===== src/rtl/ctrl_pipeline.sv =====
// Control pipeline after decode: carries the packed control bundle through DEPTH
// stages with stall/flush/freeze handling and saturating retire/bubble statistics.
module ctrl_pipeline #(
  parameter int CTRL_W = 16,
  parameter int DEPTH  = 3,
  parameter int CNT_W  = 16
) (
  input  logic                      clk,
  input  logic                      reset,
  input  logic [CTRL_W-1:0]         id_ctrl,
  input  logic                      id_valid,
  input  logic                      nop_sel,
  input  logic                      stall,
  input  logic                      flush,
  input  logic                      freeze,
  output logic                      id_ready,
  output logic [DEPTH*CTRL_W-1:0]   stage_ctrl,
  output logic [DEPTH-1:0]          stage_valid,
  output logic [CTRL_W-1:0]         wb_ctrl,
  output logic                      wb_valid,
  output logic [CNT_W-1:0]          retired_cnt,
  output logic [CNT_W-1:0]          bubble_cnt
);

  logic [DEPTH-1:0][CTRL_W-1:0] ctrl_q, ctrl_d;
  logic [DEPTH-1:0]             valid_q, valid_d;
  logic [CNT_W-1:0]             retired_q, retired_d;
  logic [CNT_W-1:0]             bubble_q, bubble_d;
  logic                         bubble_in_s;

  function automatic logic [CNT_W-1:0] sat_inc(input logic [CNT_W-1:0] v);
    if (&v) begin
      return v;
    end else begin
      return v + {{(CNT_W-1){1'b0}}, 1'b1};
    end
  endfunction

  // Flush outranks stall/nop_sel, but all of them put a bubble into stage 1.
  assign bubble_in_s = flush | stall | nop_sel | ~id_valid;

  // Next-state: shift stages, insert bubbles, update statistics.
  always_comb begin
    ctrl_d    = ctrl_q;
    valid_d   = valid_q;
    retired_d = retired_q;
    bubble_d  = bubble_q;
    if (!freeze) begin
      for (int k = 2; k < DEPTH; k++) begin
        ctrl_d[k]  = ctrl_q[k-1];
        valid_d[k] = valid_q[k-1];
      end
      ctrl_d[1]  = flush ? {CTRL_W{1'b0}} : ctrl_q[0];
      valid_d[1] = valid_q[0] & ~flush;
      ctrl_d[0]  = bubble_in_s ? {CTRL_W{1'b0}} : id_ctrl;
      valid_d[0] = ~bubble_in_s;
      if (valid_q[DEPTH-1]) begin
        retired_d = sat_inc(retired_q);
      end else begin
        retired_d = retired_q;
      end
      if (bubble_in_s) begin
        bubble_d = sat_inc(bubble_q);
      end else begin
        bubble_d = bubble_q;
      end
    end else begin
      ctrl_d    = ctrl_q;
      valid_d   = valid_q;
      retired_d = retired_q;
      bubble_d  = bubble_q;
    end
  end

  // Stage and counter registers with synchronous reset.
  always_ff @(posedge clk) begin
    if (reset) begin
      ctrl_q    <= '0;
      valid_q   <= {DEPTH{1'b0}};
      retired_q <= {CNT_W{1'b0}};
      bubble_q  <= {CNT_W{1'b0}};
    end else begin
      ctrl_q    <= ctrl_d;
      valid_q   <= valid_d;
      retired_q <= retired_d;
      bubble_q  <= bubble_d;
    end
  end

  assign id_ready    = ~stall & ~freeze & ~reset;
  assign stage_ctrl  = ctrl_q;
  assign stage_valid = valid_q;
  assign wb_ctrl     = ctrl_q[DEPTH-1];
  assign wb_valid    = valid_q[DEPTH-1];
  assign retired_cnt = retired_q;
  assign bubble_cnt  = bubble_q;

endmodule


===== config.mk =====
export PLATFORM = sky130hd
export DESIGN_NAME = ctrl_pipeline
export DESIGN_NICKNAME = d
export VERILOG_FILES = /design/src/rtl/ctrl_pipeline.sv
export SDC_FILE = /design/constraint.sdc
export NUM_CORES = 1
export LEC_CHECK = 0
export CAP_MARGIN = 20
export CORE_ASPECT_RATIO = 0.6
export CORE_MARGIN = 3
export CORE_UTILIZATION = 41
export CTS_CLUSTER_DIAMETER = 150
export DETAILED_ROUTE_END_ITERATION = 8
export GPL_TIMING_DRIVEN = 0
export PLACE_DENSITY = 0.77
export SLEW_MARGIN = 40
export SYNTH_ARGS = -nofsm -noshare
export SYNTH_HDL_FRONTEND = slang
export SYNTH_SLANG_ARGS = --single-unit

===== constraint.sdc =====
create_clock -name clk -period 1.74 [get_ports clk]
set_input_delay 0.348 -clock clk [delete_from_list [all_inputs] [get_ports clk]]
set_output_delay 0.348 -clock clk [all_outputs]
set_load 0.05 [all_outputs]

==> results of run 1 <==
power by group through the flow:
stage / combinational (mW) / sequential (mW) / clock [mW]
CTS: 0.261 / 1.89 / 1.98
finish: 0.266 / 1.89 / 1.98
global placement: 0.250 / 1.94 / 0
floorplan: 0.107 / 1.97 / 0
global route: 0.282 / 1.89 / 2.09
detailed placement: 0.253 / 1.94 / 0
flip-flops by register name, indices dropped and copies added (netlist names):
name and cells:
stage_ctrl 32, retired_cnt 16, wb_ctrl 16, bubble_cnt 16
stage_valid 3
layout make-up:
type / instances / area share (%)
multi-input cells: 279 / 34.2
flip-flops and latches: 83 / 31.2
repair buffers: 134 / 21.2
plain buffers: 39 / 4.99
clock buffers: 10 / 4.27
well taps: 108 / 2.42
clock inverters: 6 / 1.32
inverters: 5 / 0.335
diodes: 1 / 0.0447
cells by family after synthesis:
| logic type | Yosys count | share of synthesized area [%] |
|---|---|---|
| simple gates | 169 | 25.3 |
| fa+ha+maj | 2 | 0.690 |
| compound gates | 81 | 13.7 |
| buf+inv | 46 | 6.76 |
| mux | 27 | 7.76 |
| flops | 83 | 45.8 |
cells in the mapped netlist (all sizes together), types with 2 or more instances:
| library cell | number | share of area, % |
|---|---|---|
| dfxtp | 83 | 46 |
| nor2 | 67 | 6.9 |
| a21oi | 39 | 5.4 |
| buf | 23 | 4.4 |
| clkbuf | 18 | 1.9 |
| mux2i | 18 | 5.0 |
| nor3b | 17 | 3.5 |
| a22oi | 16 | 3.3 |
| nand3 | 13 | 1.8 |
| or4 | 12 | 2.5 |
| mux2 | 9 | 2.8 |
| nand4 | 9 | 1.6 |
| nor2b | 9 | 1.6 |
| o31ai | 9 | 1.9 |
| nand2 | 8 | 0.83 |
| nor3 | 7 | 0.97 |
| o21ai | 7 | 0.97 |
| or3 | 6 | 1.0 |
| inv | 5 | 0.52 |
| nor4 | 5 | 1.2 |
| nand2b | 4 | 0.69 |
| or2 | 3 | 0.52 |
| a211oi | 2 | 0.41 |
| a31oi | 2 | 0.34 |
| and4 | 2 | 0.48 |
| ha | 2 | 0.69 |
| nand3b | 2 | 0.41 |
| o41ai | 2 | 0.48 |
metal layers:
layer  routed length, um  vias up
li1                    -     1748
met1                5390     1713
met2                5110      134
met3                 738       10
met4                 121        0
met5                   0        -
what timing repair did:
item                       CTS  global route
gates cloned                 0             0
pin swaps                    6             3
setup endpoints to repair  179            49
buffers inserted             4             8
gates resized for setup    150            22
path summary, 6_finish.rpt:
kind                            cells past startpoint         endpoint  slack [ps]             from
worst max-delay path                                4   bubble_cnt[15]        -100    bubble_cnt[2]
worst max register to register                      4   bubble_cnt[15]        -100    bubble_cnt[2]
worst min register to register                      2  retired_cnt[10]         500  retired_cnt[10]
worst min-delay path                                4   stage_ctrl[17]         410            flush
metrics by stage:
step,hold slack [ps],total power [mW]
floorplan,492,2.07
detailed placement,482,2.19
CTS,397,4.14
finish,408,4.14
global placement,473,2.19
global route,426,4.26
critical path: stages (launching register included):
cell and delay, ps:
dfxtp_4 390, nand4_1 160, or4_4 520, nor4bb_4 330, mux2_4 330
==> flow_summary.yaml, run 1 <==
run_status:
  outcome: "finished with violations"
  violations: "setup timing"
power_and_ir_drop:
  peakVddDrop_v: 0.000641
  cellLeakagePower_nw: 2.50
  switchingPower_uw: 986
  internal-power_mw: 3.15
  power_frac_comb_pct: 6.4
  sw_frac_of_total_pct: 23.8
  power_frac_clock_pct: 47.8
  seq_power_share_pct: 45.8
  pwr_density_cell_nw_per_um2: 739
clocking:
  cts_tree: "built"
  path_clk_slew_ps: 70
  clk_path_buf_depth: 2
  numCtsBuffers: 9
  cts.sinks: 83
  hold_buffers: 0
  root_buffer: "clkbuf_16"
  htree_levels: 3
  insertion_delay_ps: 340
synthesis:
  seq_area_frac_synth_pct: 45.8
  synth_cell_types: 43
  synthFlopType: "dfxtp_1"
  ys_ff_latch: 83
  yosys_warnings: 0
  synth_edf_count: 0
  async_reset_ff_share_pct: 0
  syn_inst: 408
  synth_nets: 433
  syn_area_um2: 3630
  avgSynthCellArea_um2: 8.89
placed_design:
  dpl_cell_area_um2: 5120
  gp_congestion: 0.875
  placed_cells: 638
  portBuffers: 122
  pre_cts_slack_ps: -1630
  hpwlAfterDp_um: 8050
final_layout:
  multiInputGateArea_um2: 1910
  layout-drive-gt1-share_pct: 22.8
  nFillCells: 693
  final_design_area_no_fill_um2: 5590
  finalNonFillerCells: 665
  seq_area_um2: 1750
  final_cell_mix: "dlygate4sd2_1, nor2_1, dfxtp_1"
  synthToLayoutAreaGrowth_pct: 54.2
  finalNetCount: 576
  mostFrequentLayoutCell: "dlygate4sd2_1"
  utilization_pct: 68.0
critical_path:
  arrival_ps: 2060
  startpoint_type: "flip-flop"
  crit_fanout: 7
  worstSetupEndpointType: "flip-flop"
  path_class: "flip-flop to flip-flop"
  required_ps: 1970
global_routing:
  grt_pass1_wl_um: 17700
  gr-usage-met3_pct: 5.78
  antenna_found_initial: 1
  grt_util_met1_pct: 30.8
  grt_max_degree: 16
  use_met2_pct: 34.4
  grt_busiest_layer: "met2"
  grt_pass1_vias: 3304
  grt-ovfl-total: 0
  grtUsageTotal_pct: 22.2
floorplan:
  floorplan.rows: 25
  initial_core_util_pct: 44.1
  io_pins: 124
  dieArea_um2: 10100
  core_area_um2: 8230
  die_x_um: 127
  fp.dieH_um: 78.9
timing:
  post-route-period-util_pct: 106
  rsz0062_at_grt: "true"
  slew_headroom_pct: 48.3
  hold_violations: 0
  fmax_mhz: 545
  layout_min_cycle_time_ps: 1840
  skew_ps: 5.17
  drv_slew: 0
  setup_viol: 3
  tightestPinTransition_ps: 775
  finalWorstSetupSlack_ps: -95.9
  fin_tns_setup_ps: -194
drt:
  drc: 0
  via_count: 3605
  first_pass_iters: 5
  routedWlPerCell_um: 17.1
  vias_per_cell: 5.42
  drtIter0Drc: 255
  antenna_left: 0
  wirelength_um: 11400
job:
  cap_violations: 0
min_path:
  hold_path_class: "input port to flip-flop"
No activity file was read; power rests on OpenSTA's default activity.
==> run 2: changes to the inputs <==
--- a/config.mk
+++ b/config.mk
@@ -7,7 +7,6 @@
 export LEC_CHECK = 0
 export CAP_MARGIN = 20
 export CORE_ASPECT_RATIO = 0.6
-export CORE_MARGIN = 3
 export CORE_UTILIZATION = 41
 export CTS_CLUSTER_DIAMETER = 150
 export DETAILED_ROUTE_END_ITERATION = 8
==> run 2 against run 1 <==
Net effect:
- wire length fell by 3.6%
- core utilization decreased by 3.7 points
- the flow still finishes with violations (setup timing)
- count of clock-buffer cells in the layout rose by 1
- final area down 1.6%
- largest power group unchanged
- worst hold slack got worse by 4.7 ps
- sequential power is essentially flat
- clock skew barely moved
- global-route usage rose by 2.0 points
- cell count fell by 0.15%
- clock power down 4%
- non-clock buffer count down 4
==> flow_summary.yaml, run 2 (synthesis gave the netlist of run 1 again) <==
timing:
  finalWorstSetupSlack_ps: -74.5
  rsz0062_at_grt: "true"
  slew_headroom_pct: 48.7
  skew_ps: 4.80
  post-route-period-util_pct: 104
  layout_min_cycle_time_ps: 1810
  tightestPinTransition_ps: 769
  drv_slew: 0
  hold_violations: 0
  fmax_mhz: 551
  setup_viol: 3
  fin_tns_setup_ps: -146
final_layout:
  layout-drive-gt1-share_pct: 21.0
  mostFrequentLayoutCell: "dlygate4sd2_1"
  finalNetCount: 572
  antenna_cells: 0
  synthToLayoutAreaGrowth_pct: 51.7
  largest_register_ffs: 32
  utilization_pct: 64.3
  finalNonFillerCells: 664
  final_cell_mix: "dlygate4sd2_1, nor2_1, dfxtp_1"
  nFillCells: 768
global_routing:
  grtUsageTotal_pct: 24.2
  grt-ovfl-total: 0
  grt_pass1_wl_um: 16700
  grt_max_degree: 16
  antenna_found_initial: 0
  grt_pass1_vias: 3205
clocking:
  cts_tree: "built"
  numCtsBuffers: 9
  insertion_delay_ps: 340
  path_clk_slew_ps: 60
  cts.sinks: 83
  htree_levels: 3
  root_buffer: "clkbuf_16"
  clk_path_buf_depth: 2
drt:
  drtIter0Drc: 164
  antenna_left: 0
  routedWlPerCell_um: 16.5
  via_count: 3589
  vias_per_cell: 5.41
  first_pass_iters: 4
  drc: 0
  wirelength_um: 11000
power_and_ir_drop:
  cellLeakagePower_nw: 2.43
  p_total_mw: 4.05
  peakVddDrop_v: 0.000595
  pwr_density_cell_nw_per_um2: 737
floorplan:
  initial_core_util_pct: 42.4
  core_area_um2: 8560
  io_pins: 124
  fp.dieH_um: 74.9
  floorplan.rows: 26
  die_x_um: 123
  dieArea_um2: 9240
run_status:
  outcome: "finished with violations"
  violations: "setup timing"
critical_path:
  reg2reg_depth: 4
  worstReg2RegEnd: "bubble_cnt[15]"
  path_class: "flip-flop to flip-flop"
  arrival_ps: 2050
  startpoint_type: "flip-flop"
  crit_fanout: 6
  reg2reg_from: "bubble_cnt[4]"
  r2r_slack_ps: -70
  required_ps: 1970
  worstSetupEndpointType: "flip-flop"
min_path:
  worstHoldPathCells: 4
  hold_path_class: "input port to flip-flop"
  hold_start: "flush"
  holdPathEnd: "stage_ctrl[31]"
placed_design:
  gp_congestion: 0.880
  portBuffers: 122
  placed_cells: 642
  hpwlAfterDp_um: 7900
job:
  cap_violations: 0
run 2: where the power goes:
part           switching (mW)  total, mW  internal [mW]  leakage, nW
logic                   0.162      0.261         0.0994         1.59
clock network           0.825       1.90           1.07        0.147
registers              0.0117       1.89           1.88        0.691
run 2: stage by stage:
step | area [um2] | hold slack (ps) | setup WS [ps]
floorplan | 3760 | 492 | -161
global placement | 5120 | 478 | -1640
detailed placement | 5120 | 485 | -1660
CTS | 5440 | 386 | -119
global route | 5500 | 408 | -116
finish | 5500 | 403 | -74.5
run 2: worst max-delay path by stage:
stage,startpoint,slack (ps),depth (start not counted),end
2_1_floorplan,bubble_cnt[5],-160,5,bubble_cnt[15]
3_3_place_gp,freeze,-1640,6,id_ready
3_5_place_dp,freeze,-1660,6,id_ready
4_1_cts,bubble_cnt[6],-120,5,bubble_cnt[15]
5_1_grt,bubble_cnt[4],-120,4,bubble_cnt[15]
6_report,bubble_cnt[4],-70,4,bubble_cnt[15]
run 2: what timing repair did:
item | 4_1_cts | 5_1_grt
setup buffers | 3 | 5
gates resized for setup | 145 | 18
pin swaps | 8 | 3
hold buffers | 0 | 0
setup endpoints to repair | 179 | 41
run 2: critical path, stage by stage, from the launching register on:
cell and delay, ps:
dfxtp_4 370, nand3_4 100, or4_4 580, nor4bb_4 320
mux2_4 330
run 2: per-layer routing:
layer	GRT usage (%)	vias to the layer above	routed length (um)
met3	6.14	15	545
met1	34.2	1726	5420
li1	-	1747	-
met5	0	-	0
met2	35.9	101	4840
met4	8.97	0	150
run 2: final cells by class:
type | count | area, um2 | area share (%)
clock inverters | 5 | 41.3 | 0.750
well taps | 112 | 140 | 2.55
clock buffers | 11 | 254 | 4.62
plain buffers | 39 | 274 | 4.98
inverters | 5 | 18.8 | 0.341
repair buffers | 130 | 1150 | 20.9
multi-input cells | 279 | 1880 | 34.1
flip-flops and latches | 83 | 1750 | 31.8
==> run 3: changes to the inputs <==
--- a/config.mk
+++ b/config.mk
@@ -5,7 +5,7 @@
 export SDC_FILE = /design/constraint.sdc
 export NUM_CORES = 1
 export LEC_CHECK = 0
-export CAP_MARGIN = 20
+export CAP_MARGIN = 10
 export CORE_ASPECT_RATIO = 0.6
 export CORE_UTILIZATION = 41
 export CTS_CLUSTER_DIAMETER = 150
==> results of run 3 <==
Same layout as run 2: the final DEF is identical, and so are final timing and power.
